### src/rtl/uart_tx_fifo.sv
// rtl/uart_tx_fifo.sv - buffered UART transmitter with configurable frame format
module uart_tx_fifo #(
    parameter int CLK_FREQ   = 25_000_000,
    parameter int BAUD       = 115200,
    parameter int DATA_BITS  = 8,
    parameter int PARITY     = 0,
    parameter int STOP_BITS  = 1,
    parameter int FIFO_DEPTH = 16
) (
    input  logic                          i_clk,
    input  logic                          i_rst,
    input  logic [DATA_BITS-1:0]          i_tx_data,
    input  logic                          i_tx_valid,
    output logic                          o_tx_ready,
    output logic                          o_tx_out,
    output logic                          o_tx_busy,
    output logic [$clog2(FIFO_DEPTH):0]   o_fifo_count
);

    localparam int          CLKS_PER_BIT = CLK_FREQ / BAUD;
    localparam int          AW           = $clog2(FIFO_DEPTH);
    localparam logic [15:0] BIT_LAST     = 16'(CLKS_PER_BIT - 1);
    localparam logic [AW:0] FULL_COUNT   = (AW+1)'(FIFO_DEPTH);
    localparam logic [AW:0] COUNT_ONE    = (AW+1)'(1);
    localparam logic [AW-1:0] PTR_ONE    = AW'(1);
    localparam logic [3:0]  DATA_LAST    = 4'(DATA_BITS - 1);
    localparam logic [3:0]  STOP_LAST    = 4'(STOP_BITS - 1);

    typedef enum logic [2:0] {
        S_IDLE,
        S_START,
        S_DATA,
        S_PARITY,
        S_STOP
    } state_t;

    logic [DATA_BITS-1:0] mem [FIFO_DEPTH];
    logic [AW-1:0]        wr_ptr;
    logic [AW-1:0]        rd_ptr;
    logic [AW:0]          count;
    logic [DATA_BITS-1:0] head;
    logic                 push;
    logic                 pop;

    state_t               state;
    state_t               state_d;
    logic [15:0]          bit_cnt;
    logic [15:0]          bit_cnt_d;
    logic [3:0]           bit_idx;
    logic [3:0]           bit_idx_d;
    logic [DATA_BITS-1:0] shreg;
    logic [DATA_BITS-1:0] shreg_d;
    logic                 par_bit;
    logic                 par_bit_d;
    logic                 tx_d;
    logic                 tick;
    logic                 head_par;

    assign head         = mem[rd_ptr];
    assign o_tx_ready   = (count != FULL_COUNT);
    assign push         = i_tx_valid && o_tx_ready && !i_rst;
    assign o_fifo_count = count;
    assign o_tx_busy    = (state != S_IDLE) || (count != '0);
    assign tick         = (bit_cnt == BIT_LAST);
    // Parity is taken from the word as it is popped, before the shifter consumes it.
    assign head_par     = (PARITY == 2) ? ~(^head) : (^head);

    // Word storage; contents are don't-care after reset so no reset term here.
    always_ff @(posedge i_clk) begin
        if (push) begin
            mem[wr_ptr] <= i_tx_data;
        end
    end

    // FIFO pointers and occupancy; simultaneous push and pop leaves count unchanged.
    always_ff @(posedge i_clk) begin
        if (i_rst) begin
            wr_ptr <= '0;
            rd_ptr <= '0;
            count  <= '0;
        end else begin
            if (push) begin
                wr_ptr <= wr_ptr + PTR_ONE;
            end
            if (pop) begin
                rd_ptr <= rd_ptr + PTR_ONE;
            end
            case ({push, pop})
                2'b10:   count <= count + COUNT_ONE;
                2'b01:   count <= count - COUNT_ONE;
                default: count <= count;
            endcase
        end
    end

    // Transmit FSM state, bit timing and the registered line output.
    always_ff @(posedge i_clk) begin
        if (i_rst) begin
            state    <= S_IDLE;
            bit_cnt  <= '0;
            bit_idx  <= '0;
            shreg    <= '0;
            par_bit  <= 1'b0;
            o_tx_out <= 1'b1;
        end else begin
            state    <= state_d;
            bit_cnt  <= bit_cnt_d;
            bit_idx  <= bit_idx_d;
            shreg    <= shreg_d;
            par_bit  <= par_bit_d;
            o_tx_out <= tx_d;
        end
    end

    // Next-state logic: every bit boundary clears the period counter so frames never drift.
    always_comb begin
        state_d   = state;
        bit_cnt_d = bit_cnt + 16'd1;
        bit_idx_d = bit_idx;
        shreg_d   = shreg;
        par_bit_d = par_bit;
        pop       = 1'b0;
        tx_d      = 1'b1;

        case (state)
            S_IDLE: begin
                bit_cnt_d = '0;
                if (count != '0) begin
                    pop       = 1'b1;
                    shreg_d   = head;
                    par_bit_d = head_par;
                    state_d   = S_START;
                end
            end
            S_START: begin
                if (tick) begin
                    bit_cnt_d = '0;
                    bit_idx_d = '0;
                    state_d   = S_DATA;
                end
            end
            S_DATA: begin
                if (tick) begin
                    bit_cnt_d = '0;
                    shreg_d   = shreg >> 1;
                    if (bit_idx == DATA_LAST) begin
                        bit_idx_d = '0;
                        state_d   = (PARITY != 0) ? S_PARITY : S_STOP;
                    end else begin
                        bit_idx_d = bit_idx + 4'd1;
                    end
                end
            end
            S_PARITY: begin
                if (tick) begin
                    bit_cnt_d = '0;
                    bit_idx_d = '0;
                    state_d   = S_STOP;
                end
            end
            S_STOP: begin
                if (tick) begin
                    bit_cnt_d = '0;
                    if (bit_idx == STOP_LAST) begin
                        bit_idx_d = '0;
                        // Chain straight into the next start bit when a word is waiting.
                        if (count != '0) begin
                            pop       = 1'b1;
                            shreg_d   = head;
                            par_bit_d = head_par;
                            state_d   = S_START;
                        end else begin
                            state_d   = S_IDLE;
                        end
                    end else begin
                        bit_idx_d = bit_idx + 4'd1;
                    end
                end
            end
            default: begin
                state_d   = S_IDLE;
                bit_cnt_d = '0;
            end
        endcase

        case (state_d)
            S_START:  tx_d = 1'b0;
            S_DATA:   tx_d = shreg_d[0];
            S_PARITY: tx_d = par_bit_d;
            default:  tx_d = 1'b1;
        endcase
    end

endmodule

### config.mk
export PLATFORM = sky130hd
export DESIGN_NAME = uart_tx_fifo
export DESIGN_NICKNAME = d
export VERILOG_FILES = /design/src/rtl/uart_tx_fifo.sv
export SDC_FILE = /design/constraint.sdc
export NUM_CORES = 1
export LEC_CHECK = 0
export CORE_UTILIZATION = 50
export CTS_CLUSTER_SIZE = 25
export DETAILED_ROUTE_END_ITERATION = 6
export PLACE_DENSITY = 0.67
export SYNTH_ARGS = -nofsm -noshare
export SYNTH_HDL_FRONTEND = slang
export SYNTH_SLANG_ARGS = --single-unit
### constraint.sdc
create_clock -name i_clk -period 4.53 [get_ports i_clk]
set_input_delay 0.453 -clock i_clk [delete_from_list [all_inputs] [get_ports i_clk]]
set_output_delay 0.453 -clock i_clk [all_outputs]
set_load 0.1 [all_outputs]
### Word level (Yosys, flattened, before mapping)

Memory sizes are Yosys's and may differ from the RTL's. A register that Yosys moved wholly into a read port is not among the register bits.
Index checks and enable logic that the tools add are counted.

* bits in registers: 46
* latch bits: 0
* RAM bits: 128
* ROM bits: 0
* bits of input ports: 11
* logic and storage cells: 85
* memories: 1

* add/subtract/negate cells: 6
* multipliers: 0
* div/mod/pow operators: 0
* magnitude comparators: 0
* eq/ne operators: 16
* shift-type cells: 0
* multiplexer cells: 34
* bitwise logic cells: 1
* reduce and logical (&&, ||, !) cells: 17

Memories
* mem: words 16, width 8, rd ports 1, clocked after Yosys merged registers in 1, wr ports 1, RTL line 37 `logic [DATA_BITS-1:0] mem [FIFO_DEPTH];`

Operators by type and width (number)
* 8-bit two-way mux: 4
* 4-bit two-way mux: 7
* 8-bit case mux with 3 select lines: 1
* 3-bit two-way mux: 7
* 16-bit by 1-bit adder with 16-bit output, second input constant: 1
* 16-bit by 8-bit equality test with 1-bit output, second input constant: 1
* 3-bit case mux with 5 select lines: 1
* 4-bit by 1-bit adder with 4-bit output, second input constant: 3
* 3-bit by 2-bit equality test with 1-bit output, second input constant: 4
* 4-bit case mux with 3 select lines: 1
* 5-bit case mux with 2 select lines: 1
* 1-bit two-way mux: 9
* 3-bit nonzero test: 3
* 4-bit AND reduction: 2
* 8-bit XOR reduction: 1
* 3-bit by 1-bit equality test with 1-bit output, second input constant: 2
* 2-bit != test, second input constant: 3
* 5-bit by 1-bit adder with 5-bit output, second input constant: 1
* 5-bit != test, second input constant: 1
* 5-bit nonzero test: 1
* 5-bit by 1-bit subtractor with 5-bit output, second input constant: 1
* 4-bit by 3-bit equality test with 1-bit output, second input constant: 1
* 4-bit logical NOT: 1
* 1-bit case mux with 2 select lines: 2
* 14 further kinds: 15

### Logic depth before layout (Yosys ltp)

* depth after elaboration: 7
* gate-level depth with buffers: 18

### Least setup slack after synthesis

No wires, ideal clock.

* path kind: reg2reg
* start point: register count[4], in the netlist o_fifo_count[4]
* end point: register count[4], in the netlist o_fifo_count[4]
* setup time: 0.071 ns
* arrival: 4.000 ns
* data required time: 4.459 ns
* slack: 0.459 ns
* cell stages (with the launch flop): 14
* path buffers: 0
* clock period less this slack: 4.071 ns
* cells stage by stage: dfxtp_1 -> nand2_1 -> and2_0 -> nor2b_1 -> inv_1 -> ha_1 -> inv_1 -> fa_1 -> inv_1 -> a21o_1 -> a21oi_1 -> xnor2_1 -> or3_1 -> a21oi_1

* elaborated cells between the ends (all ways): 14
* classes of those cells: add/sub: 2; eq/ne: 3; mux: 5; reduce/logical: 4

RTL lines
* start, declared: RTL line 40 `logic [AW:0] count;`
* start signal, assigned: RTL line 89 `2'b10: count <= count + COUNT_ONE;`
* start signal, assigned: RTL line 90 `2'b01: count <= count - COUNT_ONE;`
* start signal, assigned: RTL line 91 `default: count <= count;`
* 5-bit != test *: RTL line 60 `assign o_tx_ready = (count != FULL_COUNT);`
* via o_tx_ready: RTL line 14 `output logic o_tx_ready,`
* 1-bit logical AND * (2 in series): RTL line 61 `assign push = i_tx_valid && o_tx_ready && !i_rst;`
* 2-bit by 1-bit equality test with 1-bit output / 2-bit equality test (equally long branches): RTL line 88 `case ({push, pop})`
* 5-bit case mux with 2 select lines / 2-bit nonzero test (equally long branches)

The timed path passes the listed nets; every way through them passes the cells marked *.
A chain may end at the register's enable or synchronous reset.

### Final worst setup path

* start point: register bit_cnt[0]
* end point: register count[4], in the netlist o_fifo_count[4]

* word-level cells in the longest chain between the ends: 5
* elaborated cells between the ends (all ways): 7
* classes of those cells: eq/ne: 3; mux: 3; reduce/logical: 1

Ends and longest elaborated chain
* start, declared: RTL line 47 `logic [15:0] bit_cnt;`
* start signal, assigned: RTL line 107 `bit_cnt <= bit_cnt_d;`
* 16-bit by 8-bit equality test with 1-bit output *: RTL line 64 `assign tick = (bit_cnt == BIT_LAST);`
* 1-bit two-way mux *: RTL line 162 `if (tick) begin`
* 1-bit case mux with 2 select lines *: RTL line 125 `case (state)`
* via pop: RTL line 43 `logic pop;`
* 2-bit by 1-bit equality test with 1-bit output / 2-bit equality test (equally long branches): RTL line 88
* 5-bit case mux with 2 select lines / 2-bit nonzero test (equally long branches)

Marks and branches as above.

==> metrics.txt <==
status=finished clean; most frequent CP cell=inv_1; Yosys warning count=0; Min-Delay Path Class=register to register; largest family of logic cells by synthesized area=multiplexers; mapped cell area=about 7600 um^2; CP delay by family, top=simple AND/OR/NAND/NOR gates; min-delay src=shreg[7]; sequential share of the synthesized area=63.7%; P_leak=approximately 2.8 nW; pre-CTS WS=1200 ps; Avg Cell Area, Syn=14.6 um^2; data required time of the worst path=4900 ps; PwrDens=539 nW/um^2; die area=15700 um^2; Crit. End Element=register; hold_buf cts=0; Skew-Pair Late Insertion Delay=~430 ps; worst-case reg-to-reg path depth=16; r2r endpoint=o_fifo_count[4]; # setup viols final=0; GPL Wtd Cong=approximately 0.8; Tot Pwr=4.59 mW; Syn Nets=546; area grow syn2layout=12.0%; vias=4141; global-route wire length before repair=between 20000 and 25000 um; Post-synth EDFFs=approximately 130; Hold Path Sink=shreg[7]; Post-synth ARST share=0%; clock root cell=clkbuf_16; worst-case clock skew=9.62 ps; share of cells above drive strength 1=13.7%; final cell count without fillers=737; IO Port Bufs=18; CP Buf/Inv Count=4; Mapped Cells=521; worst path cell trace=inv_1 > ha_1 > nor3b_1 > and4_1 > nand2_1 > a21o_1 > inv_2 > ha_1 > inv_1 > fa_1 > inv_1 > a21o_1 > a21oi_1 > xnor2_1 > or3_1 > a21oi_1; RSZ-0062 raised after global routing=no; synthesized-area fraction occupied by and/or/nand/nor cells=roughly 9.6%; critical path's largest stage delay=400 ps; Startpoint Class=register; Max Cap Viol=0; vias per cell=5.62; CP arrival=3740 ps; Worst Hold Margin=464 ps; max-slew violation count=0; Num Clock Sinks=178; Netlist cell types=54; initial antenna violation count=0; DR pass1 iterations=4; r2r setup slk=1160 ps; Max Root-Sink Buffers=2; final setup TNS=0 ps; antenna cell count=0; xor and xnor area share after synthesis=3.75%; CTS resizes=0; Top FF cell, synth=edfxtp_1; Hold Vio Cnt, Final=0; grt ovf=0; vias in the first global route=4172; Reg clk slew, reported paths=approximately 70 ps; Tcrit/Tclk final=74.4%; # nets final=565; DRC=0; CP max stage cell=fa_1; Post-Route WL=13700 um; Synth Area in Adders=2.40%; placed cell count=705; post-layout worst setup margin=1160 ps; CTS tree=yes; Peak VDD IR=0.340 mV; WL/cell=18.5 um; Crit Reg-Reg Startpoint=bit_cnt[0]; slew of the pin with the lowest slew margin=997 ps; post-route ant nets=0; DRT iter0 DRCs=296; DP HPWL=8960 um; Initial Util=51.7%; I/O pin count=19; post-synthesis compound-gate area fraction=4.53%; Min-Delay Path Depth=2; Crit Path Category=register to register; DIE HEIGHT=125 um; GRT Overall Usage=18.9%; largest net degree at the start of global routing=33; Rows=44; mux contribution to synthesized area=a little over an eighth; FF+latch count, synth=between 150 and 200; number of H-tree levels=4; Core Box Area=14700 um^2; CP max FO=10; Die W=125 um; Setup Buffers After CTS=0; post-layout min period=3370 ps; worst rel slew slack=33.3%; CTS buffer count=17; max frequency=0.297 GHz
## worst register-to-register path, delay by kind of cell (launching register included)
family,cells,cell delay [ps]
AO/OA/AOI/OAI,4,630
XOR/XNOR,1,130
adder cells (fa/ha/maj),3,790
flip-flops,1,350
AND/OR/NAND/NOR,4,1000
buffers and inverters,4,420
## sequential cells by signal, indices dropped and copies added (netlist names), named ones only
register      cells
bit_cnt          16
o_tx_out          1
par_bit           1
shreg             8
mem             128
wr_ptr            4
state             3
o_fifo_count      5
bit_idx           4
rd_ptr            4
## synth_stat cells (all sizes together) (12+ instances only)
library cell / count / share of area, %
dfxtp: 50 / 13
mux2i: 17 / 2.5
buf: 13 / 1.5
mux4: 32 / 10
nor2: 66 / 3.3
inv: 16 / 0.79
xor2: 21 / 2.4
a21oi: 19 / 1.3
edfxtp: 128 / 51
ha: 13 / 2.1
o21ai: 12 / 0.89
nand2: 25 / 1.2
clkbuf: 12 / 0.59
## power by group
group | total (mW) | switching, mW | internal [mW]
logic | 1.17 | 0.654 | 0.512
clock network | 1.47 | 0.717 | 0.754
registers | 1.96 | 0.117 | 1.84
## worst max path at each step
stage	from	to	slack [ps]	cells after the start
after floorplan	o_fifo_count[4]	o_fifo_count[4]	460	13
after global placement	bit_cnt[0]	o_fifo_count[4]	1270	16
after detailed placement	bit_cnt[0]	o_fifo_count[4]	1200	16
after CTS	bit_cnt[0]	o_fifo_count[4]	1170	16
after global routing	bit_cnt[0]	o_fifo_count[4]	810	16
final	bit_cnt[0]	o_fifo_count[4]	1160	16
## final cells by class
cell class                 instances  area, um^2
fill                            1110        6180
sequential                       178        4850
multi-input combinational        302        2530
clock buffer                      17         425
timing repair buffer              25         245
tap                              184         230
clock inverter                    15         173
inverter                          16        60.1
## through the flow
stage / util (%) / area, um^2
2_1_floorplan: - / 7600
3_5_place_dp: 53.9 / 7920
5_1_grt: 57.9 / 8520
4_1_cts: 57.9 / 8520
3_3_place_gp: 53.9 / 7920
6_report: 57.9 / 8520
## routing by layer
layer	vias to the layer above	part of all wire (%)	track usage [%]
li1	1999	-	-
met1	2072	45	23.9
met2	55	51	32.1
met3	15	2.5	3.85
met4	0	1.3	7.17
met5	-	0	0
## placed cells by master, fill, tap and decap left out, drive strengths merged, types with 3 or more instances in the layout
| cell type | count |
|---|---|
| edfxtp | 128 |
| or3 | 5 |
| nand2 | 25 |
| clkdlybuf4s50 | 18 |
| xnor2 | 9 |
| nor2 | 66 |
| mux4 | 32 |
| a221oi | 7 |
| nor2b | 7 |
| dfxtp | 50 |
| nand3 | 6 |
| clkbuf | 17 |
| mux2i | 17 |
| o21ai | 12 |
| a21oi | 19 |
| ha | 13 |
| nor4b | 3 |
| nand4 | 6 |
| xor2 | 21 |
| nor3b | 3 |
| mux2 | 4 |
| and2 | 3 |
| nor3 | 7 |
| buf | 7 |
| inv | 27 |
| a211oi | 8 |
| a21o | 4 |
| clkinv | 3 |
| and3 | 3 |
| nand2b | 4 |
## kinds of logic (layout without fill, tap and decap cells)
kind of cell / Yosys count / in the layout
AO/OA/AOI/OAI: 53 / 53
XOR/XNOR: 31 / 31
adder cells (fa/ha/maj): 14 / 14
buffers and inverters: 41 / 73
flip-flops: 178 / 178
multiplexers: 53 / 53
AND/OR/NAND/NOR: 151 / 151
Note: power is estimated with default switching activity, not from simulation.
